File: config.mk
export PLATFORM = sky130hd
export DESIGN_NAME = ram_store_seq
export DESIGN_NICKNAME = d
export VERILOG_FILES = /design/src/rtl/ram_store_seq.sv
export SDC_FILE = /design/constraint.sdc
export NUM_CORES = 1
export LEC_CHECK = 0
export ABC_AREA = 1
export BUFFER_PORTS_ARGS = -buffer_cell sky130_fd_sc_hd__buf_4
export CAP_MARGIN = 20
export CELL_PAD_IN_SITES_DETAIL_PLACEMENT = 2
export CELL_PAD_IN_SITES_GLOBAL_PLACEMENT = 2
export CORE_UTILIZATION = 27
export DETAILED_ROUTE_END_ITERATION = 16
export GPL_TIMING_DRIVEN = 0
export PLACE_DENSITY_LB_ADDON = 0.12
export SYNTH_ARGS = -nofsm -noshare
export SYNTH_HDL_FRONTEND = slang
export SYNTH_SLANG_ARGS = --single-unit
File: constraint.sdc
create_clock -name clk -period 1.2 [get_ports clk]
set_input_delay 0.12 -clock clk [delete_from_list [all_inputs] [get_ports clk]]
set_output_delay 0.12 -clock clk [all_outputs]
set_load 0.03 [all_outputs]
File: src/rtl/ram_store_seq.sv
// ram_store_seq: sequences a left-aligned 64-bit store into big-endian byte writes.
// Optional feature: define RAM_ALIGN_CHECK_EN to reject misaligned requests with an err pulse.
package ram_store_pkg;
    typedef enum logic [2:0] {
        RAM_QUAD = 3'd0,
        RAM_LONG = 3'd1,
        RAM_WORD = 3'd2,
        RAM_BYTE = 3'd3
    } data_type_t;
endpackage

module ram_store_seq
    import ram_store_pkg::*;
#(
    parameter int ADDR_W = 16
) (
    input  logic              clk,
    input  logic              rst_n,
    input  logic              i_req_valid,
    output logic              o_req_ready,
    input  logic [ADDR_W-1:0] i_req_addr,
    input  logic [63:0]       i_req_data,
    input  data_type_t        i_req_type,
    output logic              o_ram_we,
    input  logic              i_ram_gnt,
    output logic [ADDR_W-1:0] o_ram_addr,
    output logic [7:0]        o_ram_wdata,
    output logic              o_done,
    output logic              o_err
);
    typedef enum logic {S_IDLE, S_SEND} state_t;

    state_t            r_state, w_next;
    logic [ADDR_W-1:0] r_addr;
    logic [63:0]       r_data;
    logic [2:0]        r_cnt;
    logic              r_done, r_err;
    logic [2:0]        w_last;
    logic              w_accept, w_misalign, w_start, w_gnt, w_fin;

    // index of the final byte (N-1); unknown encodings behave as a quad
    always_comb begin
        w_last = (i_req_type == RAM_BYTE) ? 3'd0 :
                 (i_req_type == RAM_WORD) ? 3'd1 :
                 (i_req_type == RAM_LONG) ? 3'd3 : 3'd7;
    end

    assign w_accept = i_req_valid && (r_state == S_IDLE);
`ifdef RAM_ALIGN_CHECK_EN
    assign w_misalign = (i_req_addr[2:0] & w_last) != 3'd0;
`else
    assign w_misalign = 1'b0;
`endif
    assign w_start = w_accept && !w_misalign;
    assign w_gnt   = (r_state == S_SEND) && i_ram_gnt;
    assign w_fin   = w_gnt && (r_cnt == 3'd0);

    // state register
    always_ff @(posedge clk or negedge rst_n) begin
        if (!rst_n) r_state <= S_IDLE;
        else        r_state <= w_next;
    end

    // next state: start on an accepted aligned request, return after the last grant
    always_comb begin
        w_next = r_state;
        w_next = (r_state == S_IDLE) ? (w_start ? S_SEND : S_IDLE) :
                 (w_fin ? S_IDLE : S_SEND);
    end

    // address/data shifter: current byte always sits at the top of r_data
    always_ff @(posedge clk or negedge rst_n) begin
        if (!rst_n) begin
            r_addr <= '0;
            r_data <= '0;
            r_cnt  <= '0;
            r_done <= 1'b0;
            r_err  <= 1'b0;
        end else begin
            if (w_start) begin
                r_addr <= i_req_addr;
                r_data <= i_req_data;
                r_cnt  <= w_last;
            end else if (w_gnt) begin
                r_addr <= r_addr + ADDR_W'(1);
                r_data <= {r_data[55:0], 8'h00};
                r_cnt  <= r_cnt - 3'd1;
            end
            r_done <= w_fin;
            r_err  <= w_accept && w_misalign;
        end
    end

    assign o_req_ready = (r_state == S_IDLE);
    assign o_ram_we    = (r_state == S_SEND);
    assign o_ram_addr  = r_addr;
    assign o_ram_wdata = r_data[63:56];
    assign o_done      = r_done;
    assign o_err       = r_err;
endmodule

==> out/qor.csv <==
metric;value;unit
status;finished, violations left;
failing checks;setup timing;
Max VDD drop;1060;uV
Placed Cells incl. Taps;857;
Worst Path Max Fanout;10;
top sig layer;met4;
share of post-route cells with drive strength above 1;37.7;%
Finished Layout Cells;906;
Iter 0 DRT Violations;135;
global route total overflow;0;
period utilisation layout;117;%
clk buf depth;2;
area of the multi-input gates;1860;sq um
clock root buffer;clkbuf_16;
final WL;15800;um
core footprint;15400;sq um
I/O Pins;115;
post-DP HPWL;10700;um
maximum clock rate;712;MHz
nets@finish;780;
WHS;0.00122;ns
Skew-Pair Late Insertion Delay;0.35;ns
M1 WL;6920;um
routability congestion estimate;0.754;
smallest setup slack after layout;-0.204;ns
number of port buffers;113;
total track usage;19.9;%
Leakage;0.00311;uW
Synth cell types;32;
Setup Viol. Count Final;85;
DRT antenna net count;0;
sequential element share of the synthesized area;49.6;%
initial core utilization;27.9;%
TritonCTS clock tree;done;
Pwr Density;2480;nW/um^2
Worst Hold Path Cells;3;
antenna fix cells;0;
maxcap violations;0;
FP Rows;45;
metal2 WL;8140;um
R2R depth;9;
Final Cell Area;6600;sq um
met3 WL;494;um
CTS Sinks;85;
initial antenna violation count;0;
Cell Area, Synth;4290;sq um
fillers;1696;
clock skew;0.00667;ns
Synth Instances;532;
vias in the first global route;4749;
arrival time at the worst endpoint;1.68;ns
WP data required;1.48;ns
Via density;4.77;
die footprint;16400;sq um
clk slew on worst S/H paths;0.07;ns
Final Hold Fails;0;
H-tree depth reported by CTS;3;
Reg area;2140;sq um
RSZ-0062 raised after global routing;true;
CP Launch Type;flip-flop;
post-synth net total;622;
Die Y;128;um
pin count of the biggest net entering global routing;67;
Synth warnings;0;
Die Span X;128;um
WS Path Type;flip-flop to flip-flop;
Hold WC Path Type;input port to flip-flop;
routed vias;4325;
CP Capture Type;flip-flop;
DP Area;5460;sq um
synthesis-to-layout area growth;53.9;%
Max Slew Vio Count;0;
crit path time final;1.40;ns
DRC violations left;0;
Inserted Clock Buffers;9;
Yosys reg bits;85;
Post-Synthesis Mean Instance Area;8.06;sq um
DRT Pass-1 Iters;4;
first-pass GRT wire length;24800;um
wire length per cell;17.5;um
setup TNS;-10.55;ns
## through the flow
step / setup WS (ns) / power, uW / utilization [%]
detailed placement: -0.400 / 11200 / 35.5
floorplan: -0.176 / 8850 / -
global route: -0.277 / 17500 / 42.9
CTS: -0.223 / 15900 / 41.4
global placement: -0.378 / 10900 / 35.3
finish: -0.204 / 16400 / 42.9
## cell families (layout without fill, tap and decap cells)
group / Yosys count / in the layout / share of synthesized area (%)
DFF: 85 / 85 / 49.6
buffers and inverters: 119 / 281 / 12.5
and+or+nand+nor: 138 / 139 / 13.2
adders and majority gates: 3 / 3 / 0.875
xor gates and xnor gates: 4 / 4 / 0.817
AOI/OAI and AO/OA: 182 / 182 / 23.0
other: 1 / 1 / 0.0875
## worst max-delay path, cell delays in order (launching register included)
cell     delay [ns]
dfrtp_2        0.46
nor2_4         0.15
buf_8          0.14
inv_8          0.06
buf_12         0.14
a21oi_4        0.11
nand2_1        0.07
o21ai_1        0.08
nand2_1        0.08
o21ai_2        0.05
## per-layer routing
metal	vias up	track usage (%)
li1	2050	-
met1	2175	23.9
met2	83	35.9
met3	17	3.38
met4	0	6.44
met5	-	0
## cells in the mapped netlist
cell type | number | area, sq um
nand3_1 | 15 | 75.1
conb_1 | 1 | 3.75
o22ai_1 | 2 | 12.5
a211oi_1 | 2 | 15.0
o21ai_0 | 110 | 551
ha_1 | 3 | 37.5
nor2_1 | 39 | 146
buf_4 | 10 | 75.1
o31ai_1 | 1 | 7.51
buf_6 | 4 | 45.0
o221ai_1 | 7 | 61.3
dfrtp_1 | 85 | 2130
clkbuf_1 | 10 | 37.5
inv_2 | 2 | 7.51
xnor2_1 | 1 | 8.76
inv_1 | 77 | 289
o21ai_2 | 1 | 8.76
inv_4 | 1 | 6.26
nor2_4 | 2 | 22.5
or2_2 | 1 | 6.26
xor2_1 | 3 | 26.3
buf_2 | 14 | 70.1
nand2_2 | 1 | 6.26
a21boi_1 | 3 | 22.5
nand4_1 | 3 | 18.8
a21oi_2 | 1 | 8.76
o211ai_1 | 8 | 60.1
o21ai_1 | 40 | 200
nand2_1 | 77 | 289
clkbuf_2 | 1 | 5.00
a21oi_1 | 5 | 25.0
a31oi_1 | 2 | 12.5
## where the power goes
| group | internal [uW] | switching [uW] |
|---|---|---|
| registers | 4130 | 751 |
| logic | 3460 | 4560 |
| clock network | 2240 | 1220 |
| total | 9830 | 6520 |
## timing repair
| item | CTS | global route |
|---|---|---|
| gates cloned | 3 | 3 |
| buffers inserted | 9 | 2 |
| resized for setup | 117 | 71 |
| hold endpoints to repair | 34 | 0 |
| endpoints found under the setup margin | 85 | 87 |
| hold buffers | 16 | 0 |
| pin swaps | 3 | 11 |
## placed cells by master (no fill, tap or decap), types with 3 or more instances in the layout
cell	n
buf_6	7
buf_4	133
nor2_1	34
o221ai_1	5
nand3_2	4
nor2_4	3
buf_12	5
clkbuf_4	5
o21ai_2	33
nand3_1	11
nand2_2	10
clkbuf_16	12
dlygate4sd3_1	16
nand2_1	67
clkbuf_2	5
bufinv_16	4
o21ai_0	43
buf_8	6
dfrtp_1	74
a21boi_1	3
o21ai_1	75
dfrtp_2	11
buf_16	3
inv_1	75
xor2_1	3
o211ai_1	8
nor2_2	4
nand4_1	3
a21oi_1	5
## final timing paths
| check | startpoint | to | slack, ns |
|---|---|---|---|
| max in group asynchronous | rst_n | o_ram_we | 0.32 |
| worst max-delay path | o_ram_we | r_cnt[2] | -0.20 |
| worst min register to register | r_data[63] | r_data[63] | 0.51 |
| min in group asynchronous | rst_n | r_data[49] | 0.21 |
| worst min-delay path | i_req_data[31] | r_data[31] | 0.001 |
| worst max register to register | o_ram_we | r_cnt[2] | -0.20 |
## state kept, by name, indices dropped and copies added, names as in the netlist
signal      flops
o_done          1
o_ram_we        1
r_data         64
r_cnt           3
o_ram_addr     16
## area by class of cell
cell class / count / area share, %
inverter: 80 / 4.82
multi-input combinational: 329 / 28.1
sequential: 85 / 32.4
tap: 211 / 4.00
clock inverter: 7 / 2.09
buffer: 39 / 5.59
clock buffer: 9 / 3.41
timing repair buffer: 146 / 19.5
No activity file was read; power rests on OpenSTA's default activity.
